--- src/rtl/axi4_lite_read_slave.sv ---
// axi4_lite_read_slave: AXI4-Lite read-only slave returning snapshots of a locally written register bank
module axi4_lite_read_slave #(
    parameter int ADDR_WIDTH = 32,
    parameter int DATA_WIDTH = 32,
    parameter int NUM_REGS = 16,
    parameter logic [ADDR_WIDTH-1:0] BASE_ADDR = '0,
    parameter int RD_WAIT = 0,
    localparam int IDXW = $clog2(NUM_REGS)
) (
    input  logic                  clk,
    input  logic                  resetn,
    input  logic [ADDR_WIDTH-1:0] AR_ADDR,
    input  logic                  AR_VALID,
    output logic                  AR_READY,
    output logic [DATA_WIDTH-1:0] R_DATA,
    output logic                  R_VALID,
    input  logic                  R_READY,
    output logic [1:0]            R_RESP,
    input  logic                  reg_wr_en,
    input  logic [IDXW-1:0]       reg_wr_idx,
    input  logic [DATA_WIDTH-1:0] reg_wr_data
);
    typedef enum logic [1:0] {IDLE, WAIT, RESP} state_t;
    localparam logic [3:0] WAIT_INIT = RD_WAIT > 0 ? 4'(RD_WAIT - 1) : 4'd0;
    state_t state, next_state;
    logic [3:0] cnt, cnt_n;
    logic [DATA_WIDTH-1:0] bank [NUM_REGS];
    logic [DATA_WIDTH-1:0] pend_data, pend_data_n;
    logic pend_err, pend_err_n;
    logic [ADDR_WIDTH-1:0] offset;
    logic [IDXW-1:0] idx;
    logic hit, accept;
    // Response is resolved at acceptance and parked in pend_* so R_DATA stays a snapshot.
    always_comb begin
        offset = AR_ADDR - BASE_ADDR;
        idx = offset[IDXW+1:2];
        hit = AR_ADDR >= BASE_ADDR && offset[1:0] == 2'b00 && offset[ADDR_WIDTH-1:IDXW+2] == '0;
        accept = state == IDLE && AR_READY && AR_VALID;
        next_state = state;
        cnt_n = cnt;
        pend_data_n = pend_data;
        pend_err_n = pend_err;
        if (accept) begin
            next_state = RD_WAIT > 0 ? WAIT : RESP;
            cnt_n = WAIT_INIT;
            pend_data_n = hit ? bank[idx] : '0;
            pend_err_n = !hit;
        end else if (state == WAIT) begin
            next_state = cnt == 4'd0 ? RESP : WAIT;
            cnt_n = cnt == 4'd0 ? 4'd0 : cnt - 4'd1;
        end else if (state == RESP && R_READY) begin
            next_state = IDLE;
        end
    end
    always_ff @(posedge clk or negedge resetn) begin
        if (!resetn) begin
            state <= IDLE;
            cnt <= '0;
            pend_data <= '0;
            pend_err <= 1'b0;
            AR_READY <= 1'b0;
            R_VALID <= 1'b0;
            R_DATA <= '0;
            R_RESP <= 2'b00;
            for (int i = 0; i < NUM_REGS; i++) bank[i] <= '0;
        end else begin
            state <= next_state;
            cnt <= cnt_n;
            pend_data <= pend_data_n;
            pend_err <= pend_err_n;
            AR_READY <= next_state == IDLE;
            R_VALID <= next_state == RESP;
            R_DATA <= next_state == RESP ? pend_data_n : '0;
            R_RESP <= next_state == RESP && pend_err_n ? 2'b10 : 2'b00;
            if (reg_wr_en) bank[reg_wr_idx] <= reg_wr_data;
        end
    end
endmodule

--- config.mk ---
export PLATFORM = sky130hd
export DESIGN_NAME = axi4_lite_read_slave
export DESIGN_NICKNAME = d
export VERILOG_FILES = /design/src/rtl/axi4_lite_read_slave.sv
export SDC_FILE = /design/constraint.sdc
export NUM_CORES = 1
export LEC_CHECK = 0
export CORE_ASPECT_RATIO = 1.2
export CORE_UTILIZATION = 35
export DETAILED_ROUTE_END_ITERATION = 16
export GPL_ROUTABILITY_DRIVEN = 0
export SETUP_SLACK_MARGIN = 0.2
export SYNTH_ARGS = -nofsm -noshare
export SYNTH_HDL_FRONTEND = slang
export SYNTH_SLANG_ARGS = --single-unit
--- constraint.sdc ---
create_clock -name clk -period 4.13 [get_ports clk]
set_input_delay 0.826 -clock clk [delete_from_list [all_inputs] [get_ports clk]]
set_output_delay 0.826 -clock clk [all_outputs]
set_load 0.02 [all_outputs]
# Yosys cells after proc, flatten, opt, wreduce, memory -nomap -nowiden
# Index checks and enable logic that the tools add are counted.
[totals] register_bits=587 out_inout_bits=36
[op_classes] add_sub_neg=1 magnitude_cmp=4 eq_ne=3 muxes=18 bitwise=2 n_reduce_logical=14
[op_table] op="$bwmux 512" count=1
[op_table] op="$mux 32" count=6
[op_table] op="$bmux 32 s4" count=1
[op_table] op="$demux 32 s4" count=1
[op_table] op="$ge 32x1->1 const B" count=1
[op_table] op="$logic_not 26->1" count=1
[op_table] op="$mux 4" count=3
[op_table] op="$ge 5x5->1 const B" count=2
[op_table] op="$mux 2" count=5
[op_table] op="$not 4->5" count=2
[op_table] op="$logic_and 1x1->1" count=7
[op_table] op="$logic_not 2->1" count=3
[op_table] op="$lt 5x1->1 const B" count=1
[op_table] op="$eq 2x2->1 const B" count=2
[op_table] op="$logic_not 4->1" count=1
[op_table] op="$sub 4x1->4 const B" count=1
[op_table] op="$eq 2x1->1 const B" count=1
[op_table] op="$reduce_bool 2->1" count=1
[op_table] op="$logic_not 1->1" count=1
[op_table] op="$mux 1" count=1

# Logic depth before layout (Yosys ltp)
[depth] ltp_word=8 mapped_depth=8 depth_no_buf=6

# Worst setup path before layout
# No wires, ideal clock.
[synth_path] kind="in2reg" start="in AR_ADDR[2]" end="reg R_DATA[10]" setup_ns=0.146 arrival_time_ns=2.095 t_required_ns=3.984 setup_slack_ns=1.889 cell_stages=8 cell_sequence="buf_6 buf_12 buf_12 buf_8 mux2i_1 o22ai_1 nor4_1 a2111oi_2"
[synth_via] elab_chain_len=7
[synth_rtl] item="start, declared" line_no="12" rtl="input logic [ADDR_WIDTH-1:0] AR_ADDR,"
[synth_rtl] item="branches (longest 4 deep; another with $ge 32x1->1)"
[synth_rtl] item="$mux 32 (*)" line_no="46" rtl="pend_data_n = hit ? bank[idx] : '0;"
[synth_rtl] item="$mux 32 (*)" line_no="43" rtl="if (accept) begin"
[synth_rtl] item="$mux 32 (*)" line_no="73" rtl="R_DATA <= next_state == RESP ? pend_data_n : '0;"
[synth_rtl] item="end signal, assigned" line_no="73"
[synth_rtl] item="end, declared" line_no="15" rtl="output logic [DATA_WIDTH-1:0] R_DATA,"
# Every way passes the cells marked *. The select of a mux whose other input is x is not followed.
# A chain may end at the register's enable or synchronous reset.

# Final worst setup path
[layout_path] start="in reg_wr_idx[2]" end="reg bank[244] (netlist bit)"
[layout_via] elab_chain_len=6
[layout_rtl] item="start, declared" line_no="20" rtl="input logic [IDXW-1:0] reg_wr_idx,"
[layout_rtl] item="$not 4->5 (implied by the code) (*)" line_no="75" rtl="if (reg_wr_en) bank[reg_wr_idx] <= reg_wr_data;"
[layout_rtl] item="$ge 5x5->1 (implied by the code) / $lt 5x1->1 (equally long branches)" line_no="75"
[layout_rtl] item="$logic_and 1x1->1 (implied by the code)" line_no="75"
[layout_rtl] item="$mux 32 (implied by the code)" line_no="75"
[layout_rtl] item="$demux 32 s4 (*)" line_no="75"
[layout_rtl] item="$bwmux 512 (*)" line_no="75"
[layout_rtl] item="end signal, assigned by index" line_no="75"
[layout_rtl] item="end, declared" line_no="27" rtl="logic [DATA_WIDTH-1:0] bank [NUM_REGS];"
# Mark *: on every way between the ends. The rest lies on a longest branch, timed or not.

==> flow_summary.yaml <==
status:
  status: "finished, final reports clean"
detailed_routing:
  wl_per_cell_um: 22.6
  routed_wl_um: 66200
  drc_errors: 0
  viasPerCell: 5.31
  first_iter_violations: 850
  via_count: 15500
  dr.pass1.iters: 6
  ant_nets: 0
sta:
  hold_violations: 0
  setup-violations-final: 0
  rsz0062_at_grt: "false"
  period_share_pct: 64.6
  fin_crit_ns: 2.67
  drv_slew: 0
  timing.fmax_ghz: 0.375
  worst_clock_skew_ns: 0.0102
  worst_pin_slew_ns: 1.07
  maxSlewHeadroom_pct: 28.8
  tns_ns: 0
finish:
  final-instance-count-excl-fill: 2924
  nNetsFinal: 1947
  drive_above_1_share_pct: 39.8
  final_common_cell: "dfrtp_1"
  fin_area_mm2: 0.0308
  final_cell_mix: "dfrtp_1, mux2_2, mux2i_1"
  area_growth_pct: 15.5
die:
  io_pins: 109
  die_h_um: 305
  rows: 110
  die_w_um: 254
  core_mm2: 0.0753
  die-area_mm2: 0.0774
  start_util_pct: 35.5
global_route:
  overflow: 0
  grt_usage_pct: 17.6
  grt_first_pass_wirelength_um: 104000
  grt_max_degree: 107
  grt_pass1_vias: 17300
  antenna_found_initial: 1
placed_design:
  hpwl_um: 40400
  io_buffers: 107
  dp.cells: 2821
  placed_area_mm2: 0.0289
pwr:
  ir_drop_mv: 0.349
  p_per_area_mw_per_mm2: 507
  power.leakage_nw: 13.2
critical_path:
  worstPathBufferInverterCount: 1
  r2r-start: "state[0]"
  max_stage_delay_ns: 0.98
  regToRegSetupSlack_ns: 1.70
  slowest_stage: "or3_2"
  setup.worst_path.end_class: "flip-flop"
  worst_ep_arrival_time_ns: 3.15
  critPathLaunch: "reg_wr_idx[2]"
  cp_max_fo: 32
  critPathKind: "input port to flip-flop"
  cp.required_ns: 4.62
  path_cells: "clkdlybuf4s50_1 -> nand3b_1 -> or3_2 -> mux2_1"
  critPathTopFamily: "simple AND/OR/NAND/NOR gates"
  critPathLaunchType: "input port"
cts:
  cts_setup_buffers: 0
  clk_pin_slew_ns: 0.06
  worstSkewPairLatency_ns: 0.61
  hold_buffers: 0
  cts_tree: "done"
  clock_path_buffers: 3
  numCtsBuffers: 57
  cts-root-buf: "clkbuf_16"
  post_cts_resized: 0
  h-tree-depth: 2
  clock-sinks: 586
synthesis:
  synth_warnings: 0
  syn-cell-area_mm2: 0.0267
  mappedNetlistNets: 1879
  synth_cells: 1804
  yosys.cell_types.count: 43
  yosysSeqAreaShare_pct: 54.9
  syn_avg_cell_area_um2: 14.8
  synth_seq_cells: 586
job:
  drv_cap: 0
min_path:
  hold_class: "input port to async pin"
[power breakdown]
group	internal (W)	total (W)	switching, W	leakage, nW
Combinational	0.00154	0.00273	0.00118	4.92
Sequential	0.00692	0.00749	0.000567	7.30
Clock	0.00321	0.00542	0.00221	0.970
Total	0.0117	0.0156	0.00396	13.2
[state kept, by name, indices dropped and copies added (netlist names)]
signal / count
cnt: 4
pend_err: 1
AR_READY: 1
bank: 512
pend_data: 32
R_RESP: 1
R_VALID: 1
state: 2
R_DATA: 32
[layout make-up]
class                   count  area, um^2
diodes                      1        2.50
clock inverters            14         199
repair buffers            165        1730
inverters                   6        22.5
clock buffers              88        1760
well taps                1008        1260
fillers                  6907       44400
multi-input cells        1056       11200
flip-flops and latches    586       14700
[synthesized netlist by cell type]
| library cell | instances | area [um^2] |
|---|---|---|
| or3_1 | 3 | 18.8 |
| o21ai_0 | 4 | 20.0 |
| buf_2 | 75 | 375 |
| ha_1 | 2 | 25.0 |
| mux2i_1 | 158 | 1580 |
| nand3_1 | 1 | 5.00 |
| nor3b_2 | 2 | 25.0 |
| nor4_1 | 38 | 238 |
| nor3_1 | 4 | 20.0 |
| nor2_1 | 47 | 176 |
| clkbuf_1 | 48 | 180 |
| clkbuf_4 | 1 | 7.51 |
| mux2_2 | 504 | 5680 |
| nand2b_1 | 5 | 31.3 |
| a2111oi_2 | 29 | 435 |
| o21ai_1 | 1 | 5.00 |
| and4bb_2 | 1 | 12.5 |
| o22ai_1 | 32 | 200 |
| mux4_1 | 14 | 368 |
| buf_12 | 5 | 100 |
| nand2_4 | 1 | 11.3 |
| a21oi_1 | 5 | 25.0 |
| nand4bb_1 | 1 | 11.3 |
| a2111oi_1 | 2 | 20.0 |
| o2bb2ai_1 | 31 | 272 |
| buf_4 | 9 | 67.6 |
| mux4_2 | 52 | 1170 |
| buf_1 | 1 | 3.75 |
| inv_1 | 6 | 22.5 |
| buf_6 | 13 | 146 |
| a21bo_2 | 1 | 10.0 |
| a211oi_1 | 31 | 233 |
| nor2b_1 | 2 | 12.5 |
| clkbuf_2 | 2 | 10.0 |
| nand2_1 | 35 | 131 |
| buf_8 | 2 | 30.0 |
| conb_1 | 1 | 3.75 |
| and4_1 | 2 | 17.5 |
| dfrtp_1 | 586 | 14700 |
| or2_1 | 1 | 6.26 |
| nand3b_1 | 5 | 37.5 |
| mux2_1 | 9 | 101 |
| and3_1 | 32 | 200 |
[cell families after synthesis]
kind of cell | after synthesis | synth area share [%]
buf+inv | 162 | 3.53
other cells | 1 | 0.0140
flops | 586 | 54.9
compound gates | 136 | 4.57
fa+ha+maj | 2 | 0.0937
mux | 737 | 33.3
simple gates | 180 | 3.57
[per-layer routing]
| layer | part of all wire (%) | vias to the layer above | global-route usage, % | wire length, um |
|---|---|---|---|---|
| met5 | 0 | - | 0 | 0 |
| met4 | 2.3 | 0 | 4.83 | 1500 |
| met3 | 3.8 | 95 | 2.31 | 2500 |
| met2 | 50 | 245 | 29.8 | 32900 |
| met1 | 44 | 8342 | 23.4 | 29300 |
| li1 | - | 6854 | - | - |
[per-stage QoR]
step / hold WS (ns) / utilization, % / power (W) / worst slack (ns)
final: 0.259 / 41.0 / 0.0156 / 1.46
after global routing: 0.362 / 41.0 / 0.0164 / 1.39
after CTS: 0.299 / 41.0 / 0.0158 / 1.50
after detailed placement: 0.480 / 38.4 / 0.0104 / 0.841
after global placement: 0.461 / 38.4 / 0.0102 / 0.852
after floorplan: 0.445 / - / 0.00946 / 1.89
[worst paths after layout]
path | endpoint | cells after the start
min in group clk | bank[254] | 1
worst min register to register | bank[254] | 1
worst min-delay path | bank[292] | 1
max in group asynchronous | bank[380] | 2
worst max register to register | R_DATA[16] | 5
worst max-delay path | bank[244] | 4
Power figures use the tool's default switching activity.
